<file path="src/rtl/vga_mem_arbiter_if.sv">
// Bus bundle between the video memory arbiter, its two requesters and the memory.
// Signal names are seen from the arbiter: i_* are driven into it, o_* are driven by it.
interface vga_mem_arbiter_if #(
    parameter int ADDR_W = 16,
    parameter int DATA_W = 16
);
    logic              i_dreq;
    logic              o_dack;
    logic              o_dvalid;
    logic [DATA_W-1:0] o_ddata;

    logic              i_creq;
    logic              i_cwe;
    logic [ADDR_W-1:0] i_caddr;
    logic [DATA_W-1:0] i_cwdata;
    logic              o_cack;
    logic              o_cvalid;
    logic [DATA_W-1:0] o_crdata;

    logic [ADDR_W-1:0] o_mem_addr;
    logic              o_mem_we;
    logic [DATA_W-1:0] o_mem_wdata;
    logic [DATA_W-1:0] i_mem_rdata;

    modport slave (
        input  i_dreq, i_creq, i_cwe, i_caddr, i_cwdata, i_mem_rdata,
        output o_dack, o_dvalid, o_ddata, o_cack, o_cvalid, o_crdata,
               o_mem_addr, o_mem_we, o_mem_wdata
    );

    modport master (
        output i_dreq, i_creq, i_cwe, i_caddr, i_cwdata, i_mem_rdata,
        input  o_dack, o_dvalid, o_ddata, o_cack, o_cvalid, o_crdata,
               o_mem_addr, o_mem_we, o_mem_wdata
    );
endinterface

</file>
<file path="src/rtl/vga_mem_arbiter.sv">
// Arbitrates one single-port video memory between display fetch and CPU, generates the
// display read address and routes read data back through a latency-matched tag pipeline.
module vga_mem_arbiter #(
    parameter int ADDR_W  = 16,
    parameter int DATA_W  = 16,
    parameter int MEM_LAT = 2,
    parameter int STARVE  = 8
) (
    input  logic              i_clk,
    input  logic              i_reset,
    input  logic              i_intv,
    input  logic [ADDR_W-1:0] i_base,
    vga_mem_arbiter_if.slave  bus
);
    typedef enum logic [1:0] {TAG_NONE, TAG_DISP, TAG_CPU} tag_e;

    if (MEM_LAT < 1 || MEM_LAT > 7) begin : g_bad_lat
        $error("vga_mem_arbiter: MEM_LAT out of range 1..7");
    end
    if (STARVE < 1 || STARVE > 255) begin : g_bad_starve
        $error("vga_mem_arbiter: STARVE out of range 1..255");
    end

    logic [7:0]        r_starve;
    logic [ADDR_W-1:0] r_dcnt;
    logic              r_reset_q;
    tag_e              r_tag [MEM_LAT];

    logic              w_block;
    logic              w_force;
    logic              w_cgnt;
    logic              w_dgnt;
    tag_e              w_tag_in;
    logic [DATA_W-1:0] w_rdata;

    // Grants stay off through the reset cycle and the one after it.
    assign w_block = i_reset | r_reset_q;
    assign w_force = (r_starve >= 8'(STARVE));

    // NOTE: every output of this block gets a default first, so no path can infer a latch.
    always_comb begin
        w_cgnt   = 1'b0;
        w_dgnt   = 1'b0;
        w_tag_in = TAG_NONE;
        if (!w_block) begin
            if (bus.i_creq && (!bus.i_dreq || w_force)) begin
                w_cgnt   = 1'b1;
                w_tag_in = bus.i_cwe ? TAG_NONE : TAG_CPU;
            end else if (bus.i_dreq) begin
                w_dgnt   = 1'b1;
                w_tag_in = TAG_DISP;
            end
        end
    end

    assign bus.o_dack      = w_dgnt;
    assign bus.o_cack      = w_cgnt;
    assign bus.o_mem_addr  = w_cgnt ? bus.i_caddr : r_dcnt;
    assign bus.o_mem_we    = w_cgnt & bus.i_cwe;
    assign bus.o_mem_wdata = bus.i_cwdata;

    // Read data is steered, not registered: the tag at the last stage marks the owner.
    assign w_rdata      = bus.i_mem_rdata;
    assign bus.o_ddata  = w_rdata;
    assign bus.o_crdata = w_rdata;
    assign bus.o_dvalid = !i_reset && (r_tag[MEM_LAT-1] == TAG_DISP);
    assign bus.o_cvalid = !i_reset && (r_tag[MEM_LAT-1] == TAG_CPU);

    // NOTE: sequential state uses non-blocking assignments so all registers see pre-edge values.
    always_ff @(posedge i_clk) begin
        r_reset_q <= i_reset;
        if (i_reset) begin
            r_starve <= '0;
            r_dcnt   <= '0;
            // NOTE: the tag array is reset because it qualifies the valids; data is never stored.
            for (int i = 0; i < MEM_LAT; i++) begin
                r_tag[i] <= TAG_NONE;
            end
        end else begin
            if (bus.i_creq && !w_cgnt) begin
                r_starve <= (r_starve == 8'hFF) ? r_starve : r_starve + 8'd1;
            end else begin
                r_starve <= '0;
            end

            if (i_intv) begin
                r_dcnt <= i_base;
            end else if (w_dgnt) begin
                r_dcnt <= r_dcnt + ADDR_W'(1);
            end

            r_tag[0] <= w_tag_in;
            for (int i = 1; i < MEM_LAT; i++) begin
                r_tag[i] <= r_tag[i-1];
            end
        end
    end
endmodule

</file>
<file path="src/flat_wrapper.sv">
// flat-port wrapper written by rule: the top's interface ports become plain ports
module vga_mem_arbiter_flat 
#(
    parameter int ADDR_W  = 16,
    parameter int DATA_W  = 16,
    parameter int MEM_LAT = 2,
    parameter int STARVE  = 8
)
  (i_clk, i_reset, i_intv, i_base, bus_i_dreq, bus_i_creq, bus_i_cwe, bus_i_caddr, bus_i_cwdata, bus_i_mem_rdata, bus_o_dack, bus_o_dvalid, bus_o_ddata, bus_o_cack, bus_o_cvalid, bus_o_crdata, bus_o_mem_addr, bus_o_mem_we, bus_o_mem_wdata);
  vga_mem_arbiter_if #(.ADDR_W(ADDR_W), .DATA_W(DATA_W)) bus_i ();
  input  logic i_clk;
  input  logic i_reset;
  input  logic i_intv;
  input  logic [ADDR_W-1:0] i_base;
  input wire logic [$bits(bus_i.i_dreq)-1:0] bus_i_dreq;
  input wire logic [$bits(bus_i.i_creq)-1:0] bus_i_creq;
  input wire logic [$bits(bus_i.i_cwe)-1:0] bus_i_cwe;
  input wire logic [$bits(bus_i.i_caddr)-1:0] bus_i_caddr;
  input wire logic [$bits(bus_i.i_cwdata)-1:0] bus_i_cwdata;
  input wire logic [$bits(bus_i.i_mem_rdata)-1:0] bus_i_mem_rdata;
  output wire logic [$bits(bus_i.o_dack)-1:0] bus_o_dack;
  output wire logic [$bits(bus_i.o_dvalid)-1:0] bus_o_dvalid;
  output wire logic [$bits(bus_i.o_ddata)-1:0] bus_o_ddata;
  output wire logic [$bits(bus_i.o_cack)-1:0] bus_o_cack;
  output wire logic [$bits(bus_i.o_cvalid)-1:0] bus_o_cvalid;
  output wire logic [$bits(bus_i.o_crdata)-1:0] bus_o_crdata;
  output wire logic [$bits(bus_i.o_mem_addr)-1:0] bus_o_mem_addr;
  output wire logic [$bits(bus_i.o_mem_we)-1:0] bus_o_mem_we;
  output wire logic [$bits(bus_i.o_mem_wdata)-1:0] bus_o_mem_wdata;
  assign bus_i.i_dreq = bus_i_dreq;
  assign bus_i.i_creq = bus_i_creq;
  assign bus_i.i_cwe = bus_i_cwe;
  assign bus_i.i_caddr = bus_i_caddr;
  assign bus_i.i_cwdata = bus_i_cwdata;
  assign bus_i.i_mem_rdata = bus_i_mem_rdata;
  assign bus_o_dack = bus_i.o_dack;
  assign bus_o_dvalid = bus_i.o_dvalid;
  assign bus_o_ddata = bus_i.o_ddata;
  assign bus_o_cack = bus_i.o_cack;
  assign bus_o_cvalid = bus_i.o_cvalid;
  assign bus_o_crdata = bus_i.o_crdata;
  assign bus_o_mem_addr = bus_i.o_mem_addr;
  assign bus_o_mem_we = bus_i.o_mem_we;
  assign bus_o_mem_wdata = bus_i.o_mem_wdata;
  vga_mem_arbiter #(.ADDR_W(ADDR_W), .DATA_W(DATA_W), .MEM_LAT(MEM_LAT), .STARVE(STARVE)) u_core (.i_clk(i_clk), .i_reset(i_reset), .i_intv(i_intv), .i_base(i_base), .bus(bus_i));
endmodule
</file>
<file path="config.mk">
export PLATFORM = sky130hd
export DESIGN_NAME = vga_mem_arbiter_flat
export DESIGN_NICKNAME = d
export VERILOG_FILES = /design/src/rtl/vga_mem_arbiter_if.sv /design/src/rtl/vga_mem_arbiter.sv /design/src/flat_wrapper.sv
export SDC_FILE = /design/constraint.sdc
export NUM_CORES = 1
export LEC_CHECK = 0
export BUFFER_PORTS_ARGS = -buffer_cell sky130_fd_sc_hd__buf_2
export CAP_MARGIN = 0
export CORE_ASPECT_RATIO = 1.75
export CORE_MARGIN = 2
export CORE_UTILIZATION = 47
export CTS_BUF_LIST = sky130_fd_sc_hd__clkbuf_2 sky130_fd_sc_hd__clkbuf_4 sky130_fd_sc_hd__clkbuf_8
export CTS_CLUSTER_SIZE = 30
export DETAILED_ROUTE_END_ITERATION = 8
export HOLD_SLACK_MARGIN = 0.1
export PLACE_DENSITY = 0.91
export REMOVE_ABC_BUFFERS = 1
export SLEW_MARGIN = 20
export SYNTH_ARGS = -nofsm -noshare
export SYNTH_HDL_FRONTEND = slang
export SYNTH_SLANG_ARGS = --single-unit
</file>
<file path="constraint.sdc">
create_clock -name i_clk -period 5.3 [get_ports i_clk]
set_input_delay 0.265 -clock i_clk [delete_from_list [all_inputs] [get_ports i_clk]]
set_output_delay 0.265 -clock i_clk [all_outputs]
set_load 0.02 [all_outputs]
</file>
==> flow_summary.json <==
{
  "outcome": "complete, no violations",
  "fmax_ghz": 0.375,
  "ys_async_sr_fraction_pct": 0,
  "yosys.area.top_type": "dfxtp_1",
  "min_period_ns": 2.67,
  "crit_required_ns": 5.04,
  "rrSetupSlack_ns": 3.02,
  "start_kind": "flip-flop",
  "clk_pin_slew_ns": 0.06,
  "fp.dieH_um": 93.4,
  "arrival_ns": 2.40,
  "synth-simple-area-share_pct": 23.8,
  "yosys.area.top_type_share_pct": 27.1,
  "cp-end-kind": "output pin",
  "gr-total-overflow": 0,
  "slew_viol_final": 0,
  "synthFlopType": "dfxtp_1",
  "vias": 1938,
  "initial_core_util_pct": 48.7,
  "worst_pin_slew_ns": 0.988,
  "port_buffers": 58,
  "cp_num_buf_inv": 1,
  "ctsResizeCount": 0,
  "fin_util_pct": 48.7,
  "finalCritPeriodShare_pct": 50.4,
  "total_power_mw": 0.524,
  "clock_latency_ns": 0.28,
  "place_congestion": 0.871,
  "drive_gt1_share_pct": 32.4,
  "worst_slack_ns": 2.63,
  "ys_ff_latch": 29,
  "holdPathStages": 2,
  "wl_per_cell_um": 20.8,
  "track_usage_pct": 25.9,
  "relSlewSlack_pct": 33.9,
  "drc": 0,
  "io-pin-count": 139,
  "cts_made_buffers": 5,
  "critPathTopFamily": "simple AND/OR/NAND/NOR gates",
  "yosysSeqAreaShare_pct": 27.1,
  "synth.avg_cell_area_um2": 8.41,
  "die_w_um": 55.1,
  "ant_nets": 0,
  "grt_max_degree": 25,
  "cpMaxStageDelayCell": "nand3_1",
  "fin_worst_skew_ns": 0.00345,
  "grt_setup_unrepaired": "no",
  "synth_compound_area_share_pct": 13.5,
  "hold_class": "input port to flip-flop",
  "final_cells": 313,
  "final_common_cell": "buf_2",
  "fin_nets": 335,
  "cts_sinks": 29,
  "min_from": "bus_i_cwe",
  "reg2reg_depth": 5,
  "muxShareOfSynthArea_pct": 9.80,
  "worstSetupPathType": "flip-flop to output pin",
  "post-place-ws_ns": 2.90,
  "ctsHoldBuffers": 0,
  "grt_busiest_layer": "met2",
  "p_per_area_nw_per_um2": 244,
  "synth_fa_ha_area_share_pct": 1.75,
  "cts_tree": "done",
  "yosys_warnings": 0,
  "cts_root_buffer": "clkbuf_8",
  "synth_edf_count": 0,
  "synth_cell_type_count": 45,
  "first_global_vias": 1755,
  "cts_setup_buffers": 0,
  "place_hpwl_mm": 5.20,
  "diodes": 0,
  "synthesis.area_um2": 2140,
  "clockBufferDepth": 2,
  "grt_pass1_wl_mm": 9.47,
  "rows": 32,
  "syn_to_final_growth_pct": 0.0584,
  "r2r-start": "u_core.r_starve[3]",
  "p_leak_nw": 0.901,
  "reg2reg_to": "u_core.r_dcnt[6]",
  "setup_tns_ns": 0,
  "final_cell_mix": "buf_2, dfxtp_1, nor2_1, nand2_1, mux2_2",
  "slowest_delay_ns": 0.71,
  "stdcell_area_um2": 2150,
  "path_cells": "nor4_4 -> nand2_1 -> nand3_1 -> mux2_2 -> buf_2",
  "hold_violations": 0,
  "grt_use_met1_pct": 22.8,
  "ir_drop_uv": 185,
  "drt_first_pass_iters": 4,
  "core_um2": 4400,
  "ys_top_cells_by_area": "dfxtp_1, buf_4, mux2_2, nor2_1, a311oi_1",
  "grtUsageMet2_pct": 40.8,
  "dieArea_um2": 5140,
  "use_met3_pct": 20.6,
  "holdPathEnd": "u_core.r_tag[0][1]",
  "synthXorXnorAreaFrac_pct": 1.63,
  "synthCells": 255,
  "drtIter0Drc": 46,
  "routed_wl_mm": 6.52,
  "grt_antenna_before_repair": 0,
  "placed_area_um2": 2060,
  "fin_hold_ws_ns": 0.156,
  "finalSetupViolations": 0,
  "h-tree-depth": 2,
  "synth_top_family_by_area": "simple AND/OR/NAND/NOR gates",
  "cap_violations": 0,
  "worst-path-max-fanout": 19,
  "dpl.cell_count": 306,
  "viasPerCell": 6.19
}
[per-layer routing]
| metal | vias up | routed length (um) |
|---|---|---|
| li1 | 883 | - |
| met1 | 885 | 1870 |
| met2 | 147 | 3120 |
| met3 | 23 | 1250 |
| met4 | 0 | 280 |
| met5 | - | 0 |
[flip-flops by register name, indices dropped and copies added, names as in the netlist]
signal and count:
u_core.r_dcnt 16, u_core.r_reset_q 1, u_core.r_tag 4, u_core.r_starve 8
[cells by family (layout without fill, tap and decap cells)]
family / count (synthesis) / in the layout
AOI/OAI and AO/OA: 39 / 39
xor gates and xnor gates: 4 / 4
adders and majority gates: 3 / 3
buffers and inverters: 68 / 75
DFF: 29 / 29
muxes: 19 / 19
and+or+nand+nor: 93 / 93
[power breakdown]
part	internal [mW]	switching (mW)
sequential	0.229	0.0138
combinational	0.0408	0.0505
clock	0.108	0.0817
[Yosys cell counts, types with 5 or more instances]
cell type,count
a21oi_1,5
nand4_1,7
nor3b_1,5
o31ai_1,5
inv_1,9
buf_4,49
nand2_1,16
dfxtp_1,29
nand3_1,5
o21ai_0,8
mux2_2,16
nor2_1,24
nor4_1,6
a311oi_1,8
[cell type report]
type	instances	area, um2
Clock buffer	7	90.1
Fill cell	440	2260
Inverter	10	37.5
Multi-Input combinational cell	158	1080
Sequential cell	29	581
Tap cell	51	63.8
Timing Repair Buffer	58	290
[worst register-to-register path: stages (launching register included)]
cell and delay, ns:
dfxtp_1 0.46, nor4_4 0.10, a31oi_2 0.82, inv_1 0.32
a311oi_1 0.38, nor4_1 0.08
[worst max path at each step]
stage | startpoint | end | slack [ns] | cells after the start
after CTS | u_core.r_starve[3] | bus_o_mem_addr[10] | 2.60 | 5
after floorplan | u_core.r_starve[3] | bus_o_mem_addr[0] | 3.32 | 4
after detailed placement | u_core.r_starve[3] | bus_o_mem_addr[10] | 2.90 | 5
after global routing | u_core.r_starve[3] | bus_o_mem_addr[10] | 2.46 | 5
final | u_core.r_starve[3] | bus_o_mem_addr[15] | 2.63 | 5
after global placement | u_core.r_starve[3] | bus_o_mem_addr[10] | 2.99 | 5
No activity file was read; power rests on OpenSTA's default activity.
